File: config.mk
export PLATFORM = sky130hd
export DESIGN_NAME = branch_hazard_ctrl
export DESIGN_NICKNAME = d
export VERILOG_FILES = /design/src/rtl/pipe_ctrl_pkg.sv /design/src/rtl/load_use_detect.sv /design/src/rtl/branch_hazard_ctrl.sv
export SDC_FILE = /design/constraint.sdc
export NUM_CORES = 1
export LEC_CHECK = 0
export ABC_AREA = 0
export CORE_MARGIN = 2
export CORE_UTILIZATION = 25
export CTS_CLUSTER_SIZE = 30
export DETAILED_ROUTE_END_ITERATION = 16
export GPL_TIMING_DRIVEN = 0
export SLEW_MARGIN = 20
export SYNTH_ARGS = -nofsm -noshare
export SYNTH_HDL_FRONTEND = slang
export SYNTH_HIERARCHICAL = 1
export SYNTH_SLANG_ARGS = --single-unit
File: constraint.sdc
create_clock -name clk -period 3.35 [get_ports clk]
set_input_delay 0.335 -clock clk [delete_from_list [all_inputs] [get_ports clk]]
set_output_delay 0.335 -clock clk [all_outputs]
set_load 0.005 [all_outputs]
File: src/rtl/pipe_ctrl_pkg.sv
// Shared pipeline-control types and constants for the branch/hazard control path.
package pipe_ctrl_pkg;

  typedef enum logic [1:0] {
    RUN        = 2'd0,
    LOAD_STALL = 2'd1,
    BR_EVAL    = 2'd2,
    REDIRECT   = 2'd3
  } state_e;

  localparam logic PC_SEL_SEQ = 1'b0;
  localparam logic PC_SEL_BR  = 1'b1;

  localparam logic [4:0] REG_ZERO = 5'd0;
  localparam logic [4:0] REG_LINK = 5'd31;

endpackage

File: src/rtl/load_use_detect.sv
// Combinational load-use compare: a load in EX writing a register that ID reads.
module load_use_detect
  import pipe_ctrl_pkg::*;
#(
  parameter int REG_BITS = 5
) (
  input  logic                i_ex_mem_read,
  input  logic [REG_BITS-1:0] i_ex_rd,
  input  logic [REG_BITS-1:0] i_id_rs,
  input  logic [REG_BITS-1:0] i_id_rt,
  output logic                o_hazard
);

  logic w_rd_nonzero;
  logic w_rd_match;

  // r0 is hard-wired, so a load targeting it never creates a dependency
  assign w_rd_nonzero = (i_ex_rd != REG_BITS'(REG_ZERO));
  assign w_rd_match   = (i_ex_rd == i_id_rs) || (i_ex_rd == i_id_rt);
  assign o_hazard     = i_ex_mem_read && w_rd_nonzero && w_rd_match;

endmodule

File: src/rtl/branch_hazard_ctrl.sv
// Branch sequencing FSM: load-use stalls, branch evaluation in EX, redirect/squash.
// Optional macro BRANCH_DELAY_SLOT_EN keeps the delay-slot instruction on a taken branch.
module branch_hazard_ctrl
  import pipe_ctrl_pkg::*;
#(
  parameter int STALL_CYCLES = 1,
  parameter int REG_BITS     = 5
) (
  input  logic                clk,
  input  logic                rst_n,
  input  logic                id_branch,
  input  logic                id_link,
  input  logic [REG_BITS-1:0] id_rs,
  input  logic [REG_BITS-1:0] id_rt,
  input  logic                ex_mem_read,
  input  logic [REG_BITS-1:0] ex_rd,
  input  logic                ch_taken,
  output logic                pc_we,
  output logic                pc_sel,
  output logic                if_id_we,
  output logic                if_id_flush,
  output logic                id_ex_bubble,
  output logic                link_we,
  output logic                busy
);

  localparam int CNT_W = $clog2(STALL_CYCLES + 1);
  localparam logic [CNT_W-1:0] CNT_LOAD = CNT_W'(STALL_CYCLES - 1);

  state_e           r_state;
  state_e           w_state_nxt;
  logic [CNT_W-1:0] r_cnt;
  logic [CNT_W-1:0] w_cnt_nxt;
  logic             r_link;
  logic             w_link_nxt;
  logic             w_hazard;
  logic             w_run_decode;

  logic w_pc_we, w_pc_sel, w_if_id_we, w_if_id_flush, w_id_ex_bubble, w_link_we;

  load_use_detect #(
    .REG_BITS (REG_BITS)
  ) u_load_use_detect (
    .i_ex_mem_read (ex_mem_read),
    .i_ex_rd       (ex_rd),
    .i_id_rs       (id_rs),
    .i_id_rt       (id_rt),
    .o_hazard      (w_hazard)
  );

  always_comb begin
    w_pc_we        = 1'b1;
    w_pc_sel       = PC_SEL_SEQ;
    w_if_id_we     = 1'b1;
    w_if_id_flush  = 1'b0;
    w_id_ex_bubble = 1'b0;
    w_link_we      = 1'b0;
    w_state_nxt    = r_state;
    w_cnt_nxt      = r_cnt;
    w_link_nxt     = r_link;
    w_run_decode   = 1'b0;

    case (r_state)
      RUN: w_run_decode = 1'b1;
      LOAD_STALL: begin
        if (r_cnt != '0) begin
          w_pc_we        = 1'b0;
          w_if_id_we     = 1'b0;
          w_id_ex_bubble = 1'b1;
          w_cnt_nxt      = r_cnt - CNT_W'(1);
        end else begin
          w_link_nxt  = id_link;
          w_state_nxt = BR_EVAL;
        end
      end
      BR_EVAL: begin
        w_link_we = r_link;
        if (ch_taken) begin
          w_pc_sel      = PC_SEL_BR;
          w_if_id_flush = 1'b1;
`ifdef BRANCH_DELAY_SLOT_EN
          w_id_ex_bubble = 1'b0;
`else
          w_id_ex_bubble = 1'b1;
`endif
          w_state_nxt = REDIRECT;
        end else begin
          w_run_decode = 1'b1;
        end
      end
      REDIRECT: w_state_nxt = RUN;
    endcase

    // A not-taken BR_EVAL hands the next ID instruction straight to RUN decode
    if (w_run_decode) begin
      w_state_nxt = RUN;
      if (id_branch && w_hazard) begin
        w_pc_we        = 1'b0;
        w_if_id_we     = 1'b0;
        w_id_ex_bubble = 1'b1;
        w_cnt_nxt      = CNT_LOAD;
        w_state_nxt    = LOAD_STALL;
      end else if (id_branch) begin
        w_link_nxt  = id_link;
        w_state_nxt = BR_EVAL;
      end
    end
  end

  always_ff @(posedge clk or negedge rst_n) begin
    if (!rst_n) begin
      r_state <= RUN;
      r_cnt   <= '0;
      r_link  <= 1'b0;
    end else begin
      r_state <= w_state_nxt;
      r_cnt   <= w_cnt_nxt;
      r_link  <= w_link_nxt;
    end
  end

  // Every output, including the enables, is held low while reset is asserted
  assign pc_we        = rst_n & w_pc_we;
  assign pc_sel       = rst_n & w_pc_sel;
  assign if_id_we     = rst_n & w_if_id_we;
  assign if_id_flush  = rst_n & w_if_id_flush;
  assign id_ex_bubble = rst_n & w_id_ex_bubble;
  assign link_we      = rst_n & w_link_we;
  assign busy         = rst_n & (r_state != RUN);

endmodule

==> flow_summary_export.csv <==
group,metric,value,unit
yosys,synth-async-reset-ratio,1.000,
worst_setup_path,crit_path_end_kind,"output pin",
timing,setup-tns-final,0,ns
place,gp_congestion,0.9017,
place,dp_hpwl,1092,um
worst_setup_path,cp.required,3.01,ns
drt,drc_errors,0,
clock_tree,clock-root-buffer,"clkbuf_4",
yosys,yosysUniqueCellTypes,29,
layout,finalNetCount,116,
outcome,status,"finished clean",
yosys,synth_edf_count,0,
clock_tree,holdBufCountCts,0,
timing,fmax,340.0,MHz
drt,viasPerCell,4.513,
clock_tree,htree_levels,1,
power_and_ir_drop,leakage,0.3426,nW
floorplanning,die_w,48.58,um
yosys,synth-simple-area-share,0.2393,
worst_setup_path,worst-path-buf-inv,3,
min_path,hold_class,"input pin to async pin",
layout,layout-area-overhead-vs-synth,65.74,%
yosys,post_synth.cell_area_avg,8.564,um2
worst_setup_path,startpoint_type,"input pin",
timing,grt_setup_unrepaired,"false",
layout,final_common_cell,"clkdlybuf4s50_1",
drt,drt_pass1_iterations,4,
clock_tree,clock_sinks,4,
timing,whs,0.3572,ns
clock_tree,post_cts_buffers,0,
drt,drt-wirelength-per-cell,10.79,um
power_and_ir_drop,peakVddDrop,411.4,uV
yosys,syn_area,496.7,um2
floorplanning,coreArea,1922,um2
yosys,synth_top_family_by_area,"simple AND/OR/NAND/NOR gates",
timing,post-route-period-util,0.8780,
floorplanning,rows,16,
yosys,synth_xor_area_frac,0.1763,
worst_setup_path,r2r_start,"r_state[0]",
timing,period_needed,2.941,ns
global_routing,grt_pass1_vias,507,
power_and_ir_drop,p_per_area,498.9,nW/um2
worst_setup_path,cp_cell_sequence,"clkdlybuf4s50_1 > xor2_1 > nor3_1 > nand3_1 > a21oi_1 > nand3_1 > and3_2 > buf_4 > clkdlybuf4s50_1",
power_and_ir_drop,p_total,0.4108,mW
yosys,post_synth_fa_ha_maj_area_fraction,0.1259,
worst_setup_path,max_stage_delay,0.47,ns
yosys,syn_inst,58,
clock_tree,clkTransAtPathRegs,0.04,ns
worst_setup_path,ff2ff_path_depth,6,
place,port_buffers,27,
worst_setup_path,cpMaxStageDelayCell,"clkdlybuf4s50_1",
yosys,synthMuxAreaShare,0.02267,
drt,drtAntennaViolNets,0,
drt,drtIter0Drc,3,
worst_setup_path,reg2reg_to,"r_link",
yosys,synth_compound_area_frac,0.1814,
yosys,ys.flop_type,"dfrtp_1",
global_routing,grt_pass1_wl,2118,um
floorplanning,die_area,2360,um2
yosys,synth_seq_cells,4,
clock_tree,numCtsBuffers,3,
worst_setup_path,r2r_setup_slack,1.59,ns
clock_tree,clk-insertion-delay-late,0.24,ns
layout,diodes,0,
drt,vias,519,
layout,final_cell_mix,"clkdlybuf4s50_1, xor2_1, ha_1",
timing,relSlewSlack,0.7843,
floorplanning,initial_core_util,0.2585,
global_routing,grt_usage,0.1161,
clock_tree,cts_tree,"yes",
global_routing,grt-ovfl-total,0,
clock_tree,cts_resized,0,
yosys,ys_warn_count,6,
floorplanning,num_io_pins,28,
timing,finalSetupViolCount,0,
timing,tightest_slew,0.3225,ns
timing,hold_viol_final,0,
yosys,syn_nets,84,
floorplanning,fp.dieH,48.58,um
yosys,ys_seq_area_frac,0.2015,
job,maxCapViolCount,0,
timing,maxSlewViolCount,0,
worst_setup_path,cp_top_family,"buffers and inverters",
layout,drive_above_1_share,0.1136,
clock_tree,clockBufferDepth,2,
worst_setup_path,cp.depth,9,
global_routing,grt_max_degree,10,
worst_setup_path,arrival,2.61,ns
global_routing,antenna_found_initial,0,
worst_setup_path,worstPathMaxFanout,4,
drt,wl,1241,um
worst_setup_path,path_class,"input pin to output pin",
timing,finClkSkew,0.001034,ns
==> worst max-delay path by stage <==
| stage | from | slack [ns] | to |
|---|---|---|---|
| 3_3_place_gp | ex_rd[3] | 0.39 | pc_we |
| 3_5_place_dp | ex_rd[3] | 0.41 | pc_we |
| 5_1_grt | ex_rd[0] | 0.33 | pc_we |
| 6_report | ex_rd[3] | 0.41 | pc_we |
| 4_1_cts | ex_rd[3] | 0.40 | pc_we |
| 2_1_floorplan | r_state[0] | 1.49 | pc_we |
==> layer usage <==
layer,vias up,share of wire,track usage
met4,0,0,0.02857
li1,265,-,-
met1,242,0.42,0.1314
met2,12,0.51,0.1921
met5,-,0,0
met3,0,0.067,0.06173
==> cell type report <==
cell class	instances	area (um2)
Buffer	2	15.01
Multi-Input combinational cell	49	370.4
Tap cell	27	33.78
Fill cell	202	1099
Sequential cell	4	100.1
Clock buffer	3	22.52
Inverter	3	11.26
Timing Repair Buffer	27	270.3
==> cell families (layout without fill, tap and decap cells) <==
kind of cell | count (synthesis) | after routing
buf+inv | 5 | 35
xor+xnor | 10 | 10
compound gates | 12 | 12
fa+ha+maj | 5 | 5
mux | 1 | 1
flops | 4 | 4
simple gates | 21 | 21
==> sequential cells by signal, indices dropped and copies added (netlist names) <==
name	count
r_link	1
r_state	2
r_cnt	1
==> Yosys cell counts, types with 2 or more instances <==
cell,instances,area [um2]
and3_1,3,18.77
inv_1,3,11.26
a21oi_1,3,15.01
xor2_1,6,52.55
dfrtp_1,4,100.1
nand3_1,3,15.01
xnor2_1,4,35.03
ha_1,5,62.56
nor3_1,3,15.01
nand2_1,4,15.01
buf_4,2,15.01
==> where the power goes <==
group / leakage (nW) / internal [mW] / total (mW) / switching, mW
logic: 0.279 / 0.144 / 0.264 / 0.120
clock network: 0.0138 / 0.0402 / 0.0616 / 0.0214
registers: 0.0500 / 0.0667 / 0.0848 / 0.0181
==> stage by stage <==
step / cell area (um2) / setup slack [ns] / util / std cells
finish: 823.3 / 0.4086 / 0.4284 / 115
global route: 823.3 / 0.3269 / 0.4284 / 115
CTS: 823.3 / 0.4017 / 0.4284 / 115
detailed placement: 800.8 / 0.4059 / 0.4167 / 112
global placement: 800.8 / 0.3858 / 0.4167 / 112
floorplan: 496.7 / 1.493 / - / 58
(Power assumes the default switching activity.)
